[config.mk]
export PLATFORM = sky130hd
export DESIGN_NAME = if_fetch_queue_stage
export DESIGN_NICKNAME = d
export VERILOG_FILES = /design/src/rtl/if_fetch_queue_stage.sv
export SDC_FILE = /design/constraint.sdc
export NUM_CORES = 1
export LEC_CHECK = 0
export ABC_AREA = 1
export CORE_AREA = 10 10 258 260
export CTS_BUF_LIST = sky130_fd_sc_hd__clkbuf_2
export DETAILED_ROUTE_END_ITERATION = 10
export DIE_AREA = 0 0 268 270
export GPL_ROUTABILITY_DRIVEN = 0
export SYNTH_ARGS = -nofsm -noshare
export SYNTH_HDL_FRONTEND = slang
export SYNTH_SLANG_ARGS = --single-unit
[constraint.sdc]
create_clock -name clk -period 15.85 [get_ports clk]
set_input_delay 2.3775 -clock clk [delete_from_list [all_inputs] [get_ports clk]]
set_output_delay 2.3775 -clock clk [all_outputs]
set_load 0.05 [all_outputs]
[src/rtl/if_fetch_queue_stage.sv]
// Instruction fetch stage with a decoupling fetch queue.
//
// PC generation issues one word read per cycle to a synchronous instruction memory
// (1-cycle read latency). Returned words are tagged with their PC and pushed into a
// circular fetch queue that ID drains through a valid/ready handshake. A redirect
// squashes the in-flight read, flushes the queue and restarts fetch at the new PC.
//
// Ports:
//   clk, rst         clock, synchronous active-high reset
//   redirect_valid   redirect fetch this cycle (branch/jump/mispredict)
//   redirect_pc      new byte PC, bits [1:0] ignored
//   imem_en          read strobe to instruction memory
//   imem_addr        word address of the read (fetch_pc[INSTR_MEM_LEN+1:2])
//   imem_rdata       read data, valid the cycle after imem_en
//   out_valid        queue head valid
//   out_ready        ID accepts the head
//   out_pc           byte PC of the head instruction
//   out_instr        head instruction
//   fq_count         current queue occupancy
//
// FQ_DEPTH must be a power of two and at least 2 so the pointers wrap naturally.
module if_fetch_queue_stage #(
    parameter int unsigned          BUS_WIDTH     = 64,
    parameter int unsigned          INSTR_WIDTH   = 32,
    parameter int unsigned          INSTR_MEM_LEN = 15,
    parameter int unsigned          FQ_DEPTH      = 4,
    parameter logic [BUS_WIDTH-1:0] RESET_PC      = '0
) (
    input  logic                       clk,
    input  logic                       rst,
    input  logic                       redirect_valid,
    input  logic [BUS_WIDTH-1:0]       redirect_pc,
    output logic                       imem_en,
    output logic [INSTR_MEM_LEN-1:0]   imem_addr,
    input  logic [INSTR_WIDTH-1:0]     imem_rdata,
    output logic                       out_valid,
    input  logic                       out_ready,
    output logic [BUS_WIDTH-1:0]       out_pc,
    output logic [INSTR_WIDTH-1:0]     out_instr,
    output logic [$clog2(FQ_DEPTH):0]  fq_count
);

    localparam int unsigned PtrW  = $clog2(FQ_DEPTH);
    localparam int unsigned CntW  = PtrW + 1;
    // One extra bit so count + inflight never overflows before the compare.
    localparam int unsigned CalcW = PtrW + 2;

    logic [BUS_WIDTH-1:0]   fetch_pc_q;
    logic                   inflight_q;
    logic [BUS_WIDTH-1:0]   inflight_pc_q;
    logic [PtrW-1:0]        rd_ptr_q;
    logic [PtrW-1:0]        wr_ptr_q;
    logic [CntW-1:0]        count_q;
    logic [CntW-1:0]        count_d;

    logic [BUS_WIDTH-1:0]   fq_pc    [FQ_DEPTH];
    logic [INSTR_WIDTH-1:0] fq_instr [FQ_DEPTH];

    logic                   pop;
    logic                   push;
    logic                   issue;
    logic [CalcW-1:0]       occ_after_pop;

    // Low PC bits of a redirect are forced to zero.
    logic                   unused_redirect_lsbs;
    assign unused_redirect_lsbs = ^redirect_pc[1:0];

    assign out_valid = (count_q != '0);
    assign out_pc    = fq_pc[rd_ptr_q];
    assign out_instr = fq_instr[rd_ptr_q];
    assign fq_count  = count_q;
    assign imem_en   = issue;
    assign imem_addr = fetch_pc_q[INSTR_MEM_LEN+1:2];

    always_comb begin
        pop  = out_valid & out_ready & ~redirect_valid;
        push = inflight_q & ~redirect_valid;
        // Reserve a slot for every read already in flight, but free the one popped now.
        occ_after_pop = CalcW'(count_q) + CalcW'(inflight_q) - CalcW'(pop);
        issue = ~rst & ~redirect_valid & (occ_after_pop < CalcW'(FQ_DEPTH));

        count_d = count_q;
        if (push && !pop) begin
            count_d = count_q + CntW'(1);
        end else if (pop && !push) begin
            count_d = count_q - CntW'(1);
        end
    end

    always_ff @(posedge clk) begin
        if (rst) begin
            fetch_pc_q    <= RESET_PC;
            inflight_q    <= 1'b0;
            inflight_pc_q <= '0;
            rd_ptr_q      <= '0;
            wr_ptr_q      <= '0;
            count_q       <= '0;
        end else if (redirect_valid) begin
            fetch_pc_q <= {redirect_pc[BUS_WIDTH-1:2], 2'b00};
            inflight_q <= 1'b0;
            rd_ptr_q   <= '0;
            wr_ptr_q   <= '0;
            count_q    <= '0;
        end else begin
            inflight_q <= issue;
            if (issue) begin
                inflight_pc_q <= fetch_pc_q;
                fetch_pc_q    <= fetch_pc_q + BUS_WIDTH'(4);
            end
            if (push) begin
                wr_ptr_q <= wr_ptr_q + PtrW'(1);
            end
            if (pop) begin
                rd_ptr_q <= rd_ptr_q + PtrW'(1);
            end
            count_q <= count_d;
        end
    end

    // Queue storage needs no reset: entries are only read while count is non-zero.
    always_ff @(posedge clk) begin
        if (!rst && push) begin
            fq_pc[wr_ptr_q]    <= inflight_pc_q;
            fq_instr[wr_ptr_q] <= imem_rdata;
        end
    end

endmodule

==> out/qor.yml, run 1 <==
layout:
  layout_common_cells: "nor2_1 (382), edfxtp_1 (376), nand2_1 (323), o21ai_0 (272), clkdlybuf4s50_1 (209)"
  drive_gt1_share_pct: 10.2
  final_area_um2: 25200
  mostFrequentLayoutCell: "nor2_1"
  nNetsFinal: 2466
  area_growth_pct: 18.5
  layout.cells.non_filler: 3253
drt:
  drtIter0Drc: 1183
  post_drt_via_cell_ratio: 4.96
  drc: 0
  wirelength_um: 60300
  routedWlPerCell_um: 18.5
  ant_nets: 0
  drtPass1Iterations: 6
  vias: 16125
placement:
  pre_cts_ws_ps: 6930
  placed_area_um2: 24000
  dp.cells: 3012
  portBuffers: 211
  dp.final_hpwl_um: 39000
clock_network:
  insertion_delay_ps: 1290
  clk_pin_slew_ps: 100
  htreeDepth: 4
  ctsHoldBuffers: 0
  cts_tree: "built"
  cts.sinks: 510
  cts_setup_buffers: 0
  post_cts_resized: 0
  cts_buffers: 132
  cts-root-buf: "clkbuf_2"
  ctsLongestPathBuffers: 3
worst_setup_path:
  arrival_ps: 6490
  slowest_delay_ps: 930
  crit_path_end_kind: "primary output"
  cp_slowest_cell: "clkdlybuf4s50_1"
  crit_fanout: 71
  crit_chain: "buf_2 > buf_4 > inv_2 > nand2_1 > nor2_1 > ha_1 > inv_1 > ha_1 > nand3b_1 > nand2_1 > nand2_1 > nand3_2 > buf_4 > inv_4 > clkdlybuf4s50_1"
  cpMostUsedCell: "nand2_1"
  required_ps: 13470
  start_kind: "input pin"
  critPathKind: "input pin to primary output"
synth:
  ys_ff_latch: 510
  yosysSeqAreaShare_pct: 65.6
  yosys.area.top_type: "edfxtp_1"
  synth_area_leaders: "edfxtp_1 (53%), dfxtp_1 (13%), nor2_1 (6.8%)"
  synth_area_um2: 21300
  syn_area_per_cell_um2: 10.1
  yosysTopAreaCellShare_pct: 53.0
  ys_types: 31
  syn_inst: 2118
  ys.warnings.count: 0
sta:
  skew_ps: 106
  relSlewSlack_pct: 25.4
  hold_violations: 0
  min_period_over_period_pct: 55.9
  rsz0062_at_grt: "no"
  tns_ps: 0
  fmax_mhz: 113
  slew_viol_final: 0
  fin_ws_ps: 6980
  post-route-min-period_ps: 8870
  setup_viol: 0
  tightest_slew_ps: 1120
pwr:
  ir_drop_v: 0.0000659
  p_leak_nw: 9.36
  total_power_mw: 2.64
  powerDensity_nw_per_um2: 105
global_routing:
  grt_pass1_wl_um: 91800
  grt_antenna_before_repair: 2
  grt_use_total_pct: 16.5
  overflow: 0
  grt_max_degree: 111
  grt_pass1_vias: 15815
flow_run:
  max_cap_violations: 0
die:
  start_util_pct: 34.8
  boundaryPins: 216
  dieHeight_um: 270
  die_w_um: 268
  rows: 91
  core_area_um2: 61300
  die-area_um2: 72400
hold_path:
  min_path_type: "flip-flop to flip-flop"
status:
  outcome: "finished, final reports clean"
[report_power, final]
part / internal [mW] / switching [mW] / leakage (nW)
Sequential: 1.47 / 0.0403 / 4.68
Combinational: 0.0703 / 0.129 / 3.72
Clock: 0.399 / 0.532 / 0.957
[critical path: cells and delay by family]
family                     cells  cell delay (ps)
adders and majority gates      2              460
and+or+nand+nor                6              660
buffers and inverters          7             2910
[logic make-up after synthesis]
group	share of synthesized area, %
AOI/OAI and AO/OA	11.8
xor gates and xnor gates	0.905
adders and majority gates	0.623
buffers and inverters	5.24
DFF	65.6
other	0.0176
and+or+nand+nor	15.8
[layout make-up]
| cell class | count | area [um^2] |
|---|---|---|
| multi-input combinational | 1344 | 6240 |
| clock inverter | 40 | 263 |
| tap | 790 | 988 |
| inverter | 139 | 527 |
| antenna | 3 | 7.51 |
| fill | 5949 | 36000 |
| clock buffer | 198 | 991 |
| sequential | 510 | 14000 |
| timing repair buffer | 229 | 2240 |
[per-stage QoR]
stage | util [%] | hold slack (ps)
finish | 41.2 | 470
global route | 41.2 | 472
CTS | 41.2 | 463
detailed placement | 39.1 | 477
global placement | 39.1 | 453
floorplan | - | 436
[synthesized netlist by cell type]
| cell type | number |
|---|---|
| nand2_1 | 323 |
| nand2_2 | 3 |
| nand3_1 | 112 |
| o21ai_0 | 272 |
| clkinv_1 | 1 |
| a21oi_1 | 84 |
| buf_6 | 1 |
| buf_4 | 22 |
| inv_1 | 135 |
| xnor2_1 | 6 |
| conb_1 | 1 |
| ha_1 | 9 |
| dfxtp_1 | 134 |
| nand3b_1 | 1 |
| o22ai_1 | 94 |
| inv_2 | 3 |
| a211oi_1 | 1 |
| fa_1 | 1 |
| nor2_1 | 386 |
| nand4_1 | 5 |
| a22oi_1 | 5 |
| clkbuf_1 | 75 |
| nor2_4 | 5 |
| nand3_2 | 1 |
| nor3_1 | 2 |
| xor2_1 | 16 |
| o21ai_1 | 6 |
| buf_2 | 24 |
| o21bai_1 | 10 |
| edfxtp_1 | 376 |
| buf_1 | 4 |
[routing by layer]
| layer | wire length [um] | GRT usage [%] | vias up |
|---|---|---|---|
| li1 | - | - | 7841 |
| met1 | 25500 | 20.2 | 7644 |
| met2 | 28900 | 27.0 | 545 |
| met3 | 4500 | 5.18 | 95 |
| met4 | 1450 | 5.66 | 0 |
| met5 | 0 | 0 | - |
[state kept, by name, indices dropped and copies added (netlist names), named ones only]
register and count:
fq_pc 248, fq_instr 128, fetch_pc_q 62, inflight_pc_q 62
fq_count 3, rd_ptr_q 2, wr_ptr_q 2, inflight_q 1
[worst paths after layout]
path	startpoint	slack, ps	cells after the start	to
worst max-delay path	redirect_valid	6980	15	imem_en
worst min-delay path	inflight_pc_q[49]	470	0	fq_pc[1][49]
worst max register to register	fq_count[1]	12030	14	inflight_pc_q[14]
worst min register to register	inflight_pc_q[49]	470	0	fq_pc[1][49]
Note: power is estimated with default switching activity, not from simulation.
==> run 2: changes to the inputs <==
clock period = 9.3 ns   (was 15.85 ns; I/O delays follow)
==> run 2 against run 1 <==
  * Global-route usage increased by 0.063 points
  * Sequential share of layout area increased by 0.12 points
  * Hold slack got worse by 3.7 ps
  * Total power increased by 68%
  * Register-to-register slack got worse by 6600 ps
  * Wire length increased by 0.39%
  * Final cell count unchanged
  * Clock power increased by 63%
  * Via count increased by 0.17%
  * Critical path depth decreased by 1
  * Flip-flop and latch count unchanged
==> out/qor.yml, run 2 (synthesis gave the netlist of run 1 again) <==
worst_setup_path:
  arrival_ps: 5210  # -1280 ps
  crit_fanout: 71  # unchanged
  critPathKind: "input pin to primary output"
  required_ps: 7910  # -5560 ps
  crit_chain: "buf_2 > inv_2 > nand2_1 > nor2_1 > ha_1 > inv_1 > ha_1 > nand3b_1 > nand2_1 > nand2_1 > nand3_2 > buf_4 > inv_4 > clkdlybuf4s50_1"
  cpMostUsedCell: "nand2_1"
  slowest_delay_ps: 960  # +30 ps
  crit_path_end_kind: "primary output"
  cp_slowest_cell: "clkdlybuf4s50_1"
  start_kind: "input pin"
sta:
  setup_viol: 0  # unchanged
  post-route-min-period_ps: 6600
  tightest_slew_ps: 1050  # -69.0 ps
  hold_violations: 0  # unchanged
  slew_viol_final: 0  # unchanged
  hold_slack_ps: 466  # -3.74 ps
  relSlewSlack_pct: 30.0  # +4.6 points
  min_period_over_period_pct: 71.0
  rsz0062_at_grt: "no"
  fmax_mhz: 151
  skew_ps: 104  # -1.99 ps
  tns_ps: 0  # unchanged
layout:
  nNetsFinal: 2468  # +0.081%
  area_growth_pct: 18.2
  layout_common_cells: "nor2_1 (382), edfxtp_1 (376), nand2_1 (323), o21ai_0 (272), clkdlybuf4s50_1 (209)"
  drive_gt1_share_pct: 10.3  # +0.036 points
  largest_reg_flops: 248  # unchanged
  mostFrequentLayoutCell: "nor2_1"
  largestRegisters: "fq_pc: 248 flops, fq_instr: 128 flops"
  largest_register: "fq_pc"
clock_network:
  cts.sinks: 510  # unchanged
  cts_setup_buffers: 0  # unchanged
  ctsHoldBuffers: 0  # unchanged
  htreeDepth: 4  # unchanged
  clk_pin_slew_ps: 100  # about the same
  cts_tree: "built"
  cts-root-buf: "clkbuf_2"
  ctsLongestPathBuffers: 3  # unchanged
  insertion_delay_ps: 1270  # -20 ps
  cts_buffers: 134  # +1.5%
  post_cts_resized: 0  # unchanged
drt:
  drc: 0  # unchanged
  vias: 16153  # +0.17%
  routedWlPerCell_um: 18.6  # +0.39%
  drtPass1Iterations: 5  # -1
  drtIter0Drc: 1223  # +3.4%
  post_drt_via_cell_ratio: 4.97  # +0.17%
  ant_nets: 0  # unchanged
  wirelength_um: 60600  # +0.39%
die:
  boundaryPins: 216  # unchanged
  rows: 91  # unchanged
  die-area_um2: 72400  # unchanged
  die_w_um: 268  # unchanged
  dieHeight_um: 270  # unchanged
  start_util_pct: 34.8  # unchanged
  core_area_um2: 61300  # unchanged
global_routing:
  grt_antenna_before_repair: 3  # +1
  grt_use_total_pct: 16.6  # +0.063 points
  grt_max_degree: 99  # -11%
  grt_pass1_vias: 15907  # +0.58%
  grt_pass1_wl_um: 91700  # about the same
  overflow: 0  # unchanged
pwr:
  p_clk_share_pct: 34.3  # -1.0 points
  internal-power_mw: 3.25  # +67%
  switchingPower_mw: 1.19  # +70%
  p_seq_share_pct: 58.0  # +0.8 points
  p_leak_nw: 9.34  # -0.13%
  combPwrFrac_pct: 7.7  # about the same
  powerDensity_nw_per_um2: 176  # +68%
  ir_drop_v: 0.0000970  # +47%
  switching_share_pct: 26.8  # +0.28 points
placement:
  dp.final_hpwl_um: 38800  # -0.50%
  portBuffers: 211  # unchanged
hold_path:
  min_path_type: "flip-flop to flip-flop"
flow_run:
  max_cap_violations: 0  # unchanged
status:
  outcome: "finished, final reports clean"
run 2: worst max-delay path: cells and delay by family:
| family | cells | cell delay [ps] |
|---|---|---|
| adders and majority gates | 2 | 450 |
| and+or+nand+nor | 6 | 660 |
| buffers and inverters | 6 | 2620 |
run 2: power by group through the flow:
stage,logic [mW],clock network [mW],registers (mW)
final,0.342,1.52,2.57
after global routing,0.373,1.70,2.58
after CTS,0.344,1.58,2.57
after detailed placement,0.343,0,2.62
after global placement,0.338,0,2.62
after floorplan,0.217,0,2.60
run 2: path summary, 6_finish.rpt:
| path | start | endpoint | slack (ps) | depth (start not counted) |
|---|---|---|---|---|
| max reg2reg | fq_count[2] | fetch_pc_q[26] | 5440 | 16 |
| min | inflight_pc_q[38] | fq_pc[3][38] | 470 | 0 |
| min reg2reg | inflight_pc_q[38] | fq_pc[3][38] | 470 | 0 |
| max | redirect_valid | imem_en | 2700 | 14 |
run 2: per-layer routing:
metal | track usage, % | routed length, um
met1 | 20.1 | 25500
met2 | 26.8 | 29000
met3 | 5.00 | 4170
met4 | 7.37 | 1950
met5 | 0 | 23
run 2: area by class of cell:
type,instances,area [um^2]
inverters,139,527
clock buffers,196,981
multi-input cells,1344,6240
flip-flops and latches,510,14000
clock inverters,43,223
well taps,790,988
repair buffers,229,2240
diodes,2,5.00
fillers,5950,36100
run 2: per-stage QoR:
| stage | setup WS (ps) | instances | total power, mW | util, % | cell area [um^2] |
|---|---|---|---|---|---|
| floorplan | 3170 | 2119 | 2.81 | - | 21300 |
| global placement | 2640 | 3012 | 2.96 | 39.1 | 24000 |
| detailed placement | 2660 | 3012 | 2.97 | 39.1 | 24000 |
| CTS | 2660 | 3251 | 4.49 | 41.1 | 25200 |
| global route | 2350 | 3253 | 4.66 | 41.1 | 25200 |
| finish | 2700 | 3253 | 4.44 | 41.1 | 25200 |
==> run 3: changes to the inputs <==
clock period = 5.3 ns   (was 9.3 ns; I/O delays follow)
==> run 3 against run 2 <==
  * Flip-flop and latch count is the same
  * Non-clock buffer count grew 10
  * Clock power grew 93%
  * Sequential share of layout area shrank 0.55 points
  * First-iteration DRC count shrank 5.6%
  * Largest power group unchanged
  * Final cell count is essentially flat
  * Wire length is essentially flat
  * Critical endpoint is now out_instr[14]
==> out/qor.yml, run 3 (synthesis gave the netlist of run 1 again) <==
sta:
  hold_violations: 0  # unchanged
  slew_viol_final: 0  # unchanged
  skew_ps: 75.3  # -28.4 ps
  tightest_slew_ps: 897  # -154 ps
  post-route-min-period_ps: 4890
  fmax_mhz: 204
  rsz0062_at_grt: "no"
  min_period_over_period_pct: 92.3
  relSlewSlack_pct: 40.1  # +10 points
  setup_viol: 0  # unchanged
  fin_ws_ps: 406  # -2290 ps
die:
  core_area_um2: 61300  # unchanged
  start_util_pct: 34.8  # unchanged
  dieHeight_um: 270  # unchanged
  rows: 91  # unchanged
  die-area_um2: 72400  # unchanged
  die_w_um: 268  # unchanged
  boundaryPins: 216  # unchanged
layout:
  area_growth_pct: 19.4
  drive_gt1_share_pct: 10.0  # -0.25 points
  layout_common_cells: "nor2_1 (382), edfxtp_1 (376), nand2_1 (323), o21ai_0 (272), clkdlybuf4s50_1 (208)"
  nNetsFinal: 2477  # +0.36%
  largestRegisters: "fq_pc: 248 flops, fq_instr: 128 flops"
  largest_register: "fq_pc"
  largest_reg_flops: 248  # unchanged
  mostFrequentLayoutCell: "nor2_1"
  fin_util_pct: 41.5  # +0.41 points
clock_network:
  clk_pin_slew_ps: 90  # about the same
  cts_tree: "built"
  ctsLongestPathBuffers: 3  # unchanged
  cts_buffers: 133  # -0.75%
  insertion_delay_ps: 1240  # -30 ps
  cts.sinks: 510  # unchanged
  cts-root-buf: "clkbuf_2"
  htreeDepth: 4  # unchanged
  cts_setup_buffers: 0  # unchanged
placement:
  dp.final_hpwl_um: 39600  # +2.1%
  portBuffers: 211  # unchanged
  pre_cts_ws_ps: 1470  # -1180 ps
drt:
  drtPass1Iterations: 6  # +1
  drc: 0  # unchanged
  post_drt_via_cell_ratio: 4.98  # +0.33%
  wirelength_um: 60600  # about the same
  routedWlPerCell_um: 18.6  # about the same
  vias: 16217  # +0.40%
  drtIter0Drc: 1154  # -5.6%
  ant_nets: 0  # unchanged
worst_setup_path:
  r2r-start: "fq_count[0]"
  arrival_ps: 4100  # -1110 ps
  crit_path_end_kind: "primary output"
  crit_fanout: 66  # -7.0%
  critPathKind: "flip-flop to primary output"
  start_kind: "flip-flop"
  required_ps: 4510  # -3400 ps
global_routing:
  grt_antenna_before_repair: 2  # -1
  grt_max_degree: 81  # -18%
  use_met2_pct: 26.5  # -0.33 points
  grtUsageMet3_pct: 4.96  # -0.036 points
  grt_pass1_vias: 15544  # -2.3%
  top_usage_layer: "met2"
  grt_pass1_wl_um: 91300  # -0.49%
  met1_usage_pct: 20.3  # +0.27 points
  overflow: 0  # unchanged
  grt_use_total_pct: 16.4  # -0.16 points
flow_run:
  max_cap_violations: 0  # unchanged
hold_path:
  hold_path_startpoint: "redirect_pc[49]"
  min_path_type: "input pin to flip-flop"
pwr:
  ir_drop_v: 0.000173  # +78%
  p_leak_nw: 9.42  # +0.81%
  powerDensity_nw_per_um2: 316  # +80%
status:
  outcome: "finished, final reports clean"
-- run 3: critical path, cell delays in order (launching register included) --
cell and delay, ps:
dfxtp_4 530, inv_4 590, buf_4 530, o21ai_0 140, o22ai_1 210, clkdlybuf4s50_1 850
-- run 3: final timing paths --
check	slack [ps]	cells past startpoint	end
setup / recovery	410	5	out_instr[14]
hold reg to reg	470	2	rd_ptr_q[1]
setup reg to reg	2230	13	inflight_pc_q[27]
hold / removal	200	5	fetch_pc_q[49]
-- run 3: where the power goes --
group	internal (mW)	switching, mW
clock	1.32	1.61
sequential	4.39	0.118
combinational	0.215	0.392
total	5.93	2.12
-- run 3: per-layer routing --
layer / routed length (um) / vias up
met1: 25800 / 7738
li1: - / 7845
met4: 1670 / 0
met3: 4370 / 103
met2: 28700 / 531
met5: 0 / -
-- run 3: repair_timing --
| action | in CTS | in global routing |
|---|---|---|
| hold buffers | 2 | 0 |
| endpoints found under the hold margin | 12 | 0 |
| gates resized for setup | 0 | 1 |
| endpoints found under the setup margin | 0 | 7 |
-- run 3: metrics by stage --
| step | total power, mW | hold WS (ps) | cell area [um^2] | cells | setup TNS [ps] |
|---|---|---|---|---|---|
| floorplan | 4.94 | 436 | 21300 | 2119 | -85010 |
| global placement | 5.19 | 447 | 24100 | 3020 | 0 |
| detailed placement | 5.21 | 448 | 24100 | 3020 | 0 |
| CTS | 8.15 | 13.3 | 25400 | 3253 | 0 |
| global route | 8.43 | 33.9 | 25400 | 3254 | 0 |
| finish | 8.04 | 203 | 25400 | 3255 | 0 |
-- run 3: layout make-up --
cell class,count,area [um^2]
diodes,2,5.00
clock buffers,182,911
clock inverters,49,402
fillers,5890,35800
inverters,139,527
multi-input cells,1344,6240
flip-flops and latches,510,14000
well taps,790,988
repair buffers,239,2380
